$ cat config.mk
export PLATFORM = sky130hd
export DESIGN_NAME = tug_scorer
export DESIGN_NICKNAME = d
export VERILOG_FILES = /design/src/rtl/tug_pkg.sv /design/src/rtl/tug_scorer_led_decode.sv /design/src/rtl/tug_scorer.sv
export SDC_FILE = /design/constraint.sdc
export NUM_CORES = 1
export LEC_CHECK = 0
export ABC_AREA = 1
export BUFFER_PORTS_ARGS = -buffer_cell sky130_fd_sc_hd__buf_2
export CORE_ASPECT_RATIO = 0.8
export CORE_UTILIZATION = 50
export CTS_CLUSTER_DIAMETER = 150
export DETAILED_ROUTE_END_ITERATION = 6
export PLACE_DENSITY = 0.77
export SYNTH_ARGS = -nofsm -noshare
export SYNTH_HDL_FRONTEND = slang
export SYNTH_SLANG_ARGS = --single-unit
$ cat constraint.sdc
create_clock -name clk -period 1.7 [get_ports clk]
set_input_delay 0.51 -clock clk [delete_from_list [all_inputs] [get_ports clk]]
set_output_delay 0.51 -clock clk [all_outputs]
set_load 0.03 [all_outputs]
$ cat src/rtl/tug_pkg.sv
// Shared constants and helpers for the tug-of-war scorer.
package tug_pkg;
  localparam int LED_W = 9;

  localparam logic [3:0] POS_MIN    = 4'd0;
  localparam logic [3:0] POS_CENTRE = 4'd4;
  localparam logic [3:0] POS_MAX    = 4'd8;
  localparam logic [3:0] SCORE_MAX  = 4'd9;

  localparam logic [1:0] LED_ALL = 2'b11;
  localparam logic [1:0] LED_POS = 2'b10;
  localparam logic [1:0] LED_OFF = 2'b00;

  function automatic logic [3:0] score_inc(input logic [3:0] s);
    return (s >= SCORE_MAX) ? SCORE_MAX : s + 4'd1;
  endfunction
endpackage

$ cat src/rtl/tug_scorer_led_decode.sv
// Combinational LED pattern: all-on, one-hot rope position, or dark.
module led_decode
  import tug_pkg::*;
(
  input  logic [3:0]       pos,
  input  logic             leds_on,
  input  logic [1:0]       led_control,
  output logic [LED_W-1:0] pattern
);
  generate
    for (genvar gi = 0; gi < LED_W; gi++) begin : g_led
      assign pattern[gi] = leds_on &&
                           ((led_control == LED_ALL) ||
                            ((led_control == LED_POS) && (pos == 4'(gi))));
    end
  endgenerate
endmodule

$ cat src/rtl/tug_scorer.sv
// Tug-of-war rope position, round win detection and per-player scores.
module tug_scorer
  import tug_pkg::*;
(
  input  logic             clk,
  input  logic             rst,
  input  logic             pbl,
  input  logic             pbr,
  input  logic             clear,
  input  logic             leds_on,
  input  logic [1:0]       led_control,
  output logic             winrnd,
  output logic [LED_W-1:0] leds,
  output logic [3:0]       score_l,
  output logic [3:0]       score_r
);
  logic [3:0]       pos_reg, pos_next;
  logic             win_reg, win_next;
  logic             clear_d_reg;
  logic [3:0]       score_l_reg, score_l_next;
  logic [3:0]       score_r_reg, score_r_next;
  logic [LED_W-1:0] leds_reg, pattern;
  logic             move_left;

  led_decode u_led_decode (
    .pos         (pos_reg),
    .leds_on     (leds_on),
    .led_control (led_control),
    .pattern     (pattern)
  );

  // In the dark phase an early press pulls the rope toward the opponent.
  assign move_left = leds_on ? pbl : pbr;

  always_comb begin
    pos_next     = pos_reg;
    win_next     = win_reg;
    score_l_next = score_l_reg;
    score_r_next = score_r_reg;
    if (led_control[0]) begin
      pos_next     = POS_CENTRE;
      win_next     = 1'b0;
      score_l_next = '0;
      score_r_next = '0;
    end else if (clear) begin
      win_next = 1'b0;
    end else if (clear_d_reg) begin
      pos_next = POS_CENTRE;
    end else if (!win_reg && (pbl ^ pbr)) begin
      if (move_left) begin
        if (pos_reg != POS_MIN) pos_next = pos_reg - 4'd1;
      end else begin
        if (pos_reg != POS_MAX) pos_next = pos_reg + 4'd1;
      end
      if (pos_next == POS_MIN) begin
        win_next     = 1'b1;
        score_l_next = score_inc(score_l_reg);
      end else if (pos_next == POS_MAX) begin
        win_next     = 1'b1;
        score_r_next = score_inc(score_r_reg);
      end
    end
  end

  always_ff @(posedge clk or negedge rst) begin
    if (!rst) begin
      pos_reg     <= POS_CENTRE;
      win_reg     <= 1'b0;
      clear_d_reg <= 1'b1;
      score_l_reg <= '0;
      score_r_reg <= '0;
      leds_reg    <= '0;
    end else begin
      pos_reg     <= pos_next;
      win_reg     <= win_next;
      clear_d_reg <= clear;
      score_l_reg <= score_l_next;
      score_r_reg <= score_r_next;
      leds_reg    <= pattern;
    end
  end

  assign winrnd  = win_reg;
  assign leds    = leds_reg;
  assign score_l = score_l_reg;
  assign score_r = score_r_reg;
endmodule
==> impl_metrics.ini <==
[cts]
cts_root_buffer = clkbuf_8
clkLatencyLatePin_ns = 0.27
path_clk_slew_ns = 0.09
cts_max_path_buffers = 2
hold_buffers = 0
cts_tree = done
numCtsBuffers = 3
cts.sinks = 23
ctsHtreeMaxLevel = 1

[drt]
drt_wl_total_microns = 3300
ant_nets = 0
viasPerCell = 5.09
drtPass1Iterations = 4
drt_iter0_markers = 55
vias = 1384
wl_per_cell_microns = 12.1
drc = 0

[global_routing]
antenna_found_initial = 0
grt-ovfl-total = 0
met3_usage_pct = 3.95
grt.met2_usage_pct = 34.0
grt_pass1_vias = 1195
grt_max_degree = 24
grt_use_met1_pct = 31.1
grt_usage_pct = 21.6
grt-busiest-layer = met2
grt_pass1_wl_microns = 5490

[power_and_ir_drop]
p_per_area_nw_per_um2 = 629
power_uw = 1200
vdd_drop_max_mv = 0.590
leakagePower_uw = 0.00102

[critical_path]
r2r_cells = 9
path_cells = inv_4, nand3_4, nand2_2, nand2_4, nand3_1, nor2_4, nand2_2, nand3_1, nand2_1
start_kind = register
reg2reg_to = score_r[0]$_DFFE_PN0P_
cp-endpoint = score_r[0]$_DFFE_PN0P_
worstReg2RegStart = pos_reg[2]$_DFFE_PN1P_
required_ns = 1.85
crit_path_top_delay_cell = dfstp_2
cp_top_family = simple AND/OR/NAND/NOR gates
crit_path_start = pos_reg[2]$_DFFE_PN1P_
crit_path_end_kind = register
worstPathArrival_ns = 1.79
crit_type = register to register
worst-path-buf-inv = 1
cpPeakStageDelay_ns = 0.65
rrSetupSlack_ns = 0.07
path_depth = 9
crit_fanout = 7

[timing]
tightest_slew_ns = 0.499
finalMaxSlewViolations = 0
rsz0062_at_grt = yes
fin_skew_ns = 0.00784
hold_viol_final = 0
period_minus_slack_ns = 1.63
fin_crit_sh_pct = 96.1
timing.fmax_ghz = 0.612
slew_headroom_pct = 66.7
setup_violations = 0

[layout]
multi_input_area_sq_um = 912
largest_register_ffs = 9
area.growth.synth_to_final_pct = 21.1
nNetsFinal = 253
antenna_cells = 0
regArea_sq_um = 579
fin_area_sq_um = 1900
n_fill_cell = 250
post_route_cells_drive_above_1_share_pct = 30.8

[place]
placed_cell_area_sq_um = 1820
hpwlAfterDp_microns = 2530
port_buffers = 25
routabilityCongestion = 0.891

[synthesis]
yosysSeqAreaShare_pct = 36.8
synthCells = 196
yosysUniqueCellTypes = 29
yosys_warnings = 0
syn_area_sq_um = 1570
ys_seq_elements = 23
yosysTopAreaCellShare_pct = 33.5
synth_top_cell_by_area = dfrtp_1
yosys-top-cells-area = dfrtp_1 33%, nand2_1 13%, ha_1 8.0%, nand3_1 7.3%, inv_1 5.3%
avgSynthCellArea_sq_um = 8.01
synth.net_count = 214

[job]
max_cap_violations = 0

[floorplanning]
die_y_microns = 52.1
start_util_pct = 54.7
coreArea_sq_um = 2870
die_area_sq_um = 3370
placementRows = 17
die_w_microns = 64.7
io_pins = 26

[run_status]
status = finished clean

[worst_hold_path]
hold_class = input pin to asynchronous set/reset pin
==> Yosys cell counts (all sizes together) <==
cell,count
nand2,63
nand3,28
inv,25
dfrtp,21
nor2,14
a21oi,11
ha,10
nand4,7
o22ai,3
dfstp,2
o31ai,2
or2,2
a31o,1
a31oi,1
buf,1
clkbuf,1
nor3,1
o21ai,1
xnor2,1
xor2,1
==> metal layers <==
layer,wire (microns),part of all wire [%]
met4,15,0.46
met1,1660,50
met2,1400,43
met3,214,6.5
met5,0,0
==> cells in the final DEF (no fill, tap or decap), drive strengths merged, types with 3 or more instances in the layout <==
master,Yosys,layout
inv,25,25
o22ai,3,3
nand2,63,63
a21oi,11,11
dfrtp,21,21
ha,10,10
clkbuf,1,3
nand3,28,28
nor2,14,14
buf,1,36
nand4,7,7
==> logic make-up (layout without fill, tap and decap cells) <==
kind of cell / count (synthesis) / count (layout) / synth area share (%)
compound gates: 19 / 19 / 6.93
simple gates: 115 / 115 / 40.5
buf+inv: 27 / 65 / 6.69
flops: 23 / 23 / 36.8
xor+xnor: 2 / 2 / 1.12
fa+ha+maj: 10 / 10 / 7.97
==> worst min-delay path by stage <==
stage | from | end | slack (ns) | cells after the start
after floorplan | rst | leds[0]$_DFF_PN0_ | 0.21 | 0
after global placement | rst | leds[7]$_DFF_PN0_ | 0.52 | 1
after detailed placement | rst | leds[7]$_DFF_PN0_ | 0.51 | 1
after CTS | rst | leds[0]$_DFF_PN0_ | 0.21 | 1
after global routing | rst | leds[0]$_DFF_PN0_ | 0.25 | 1
final | rst | leds[0]$_DFF_PN0_ | 0.20 | 1
==> power breakdown <==
group	total, uW	internal, uW	switching (uW)
registers	575	564	11.0
clock network	346	164	183
logic	274	90.6	183
==> worst register-to-register path, delay by kind of cell (launching register included) <==
| kind | cells | cell delay (ns) |
|---|---|---|
| simple gates | 8 | 0.78 |
| buf+inv | 1 | 0.08 |
| flops | 1 | 0.65 |
==> area by class of cell <==
cell class	instances	area share [%]
multi-input combinational	146	48.0
tap	38	2.50
clock buffer	3	2.17
clock inverter	1	0.263
inverter	25	5.07
sequential	23	30.5
timing repair buffer	36	11.6
==> what timing repair did <==
item	CTS	global route
gates resized for setup	1	5
buffers inserted	0	2
pin swaps	0	4
setup endpoints to repair	4	9
gates cloned	0	0
==> metrics by stage <==
stage	hold slack (ns)	utilization, %	worst slack [ns]	std cells	TNS, ns
after floorplan	0.214	-	0.0219	196	0
after global routing	0.246	66.2	-0.0344	272	-0.147
after detailed placement	0.512	63.3	0.0203	266	0
after global placement	0.515	63.3	0.0160	266	0
after CTS	0.215	65.2	0.0213	270	0
final	0.195	66.2	0.0660	272	0
(Power assumes the default switching activity.)
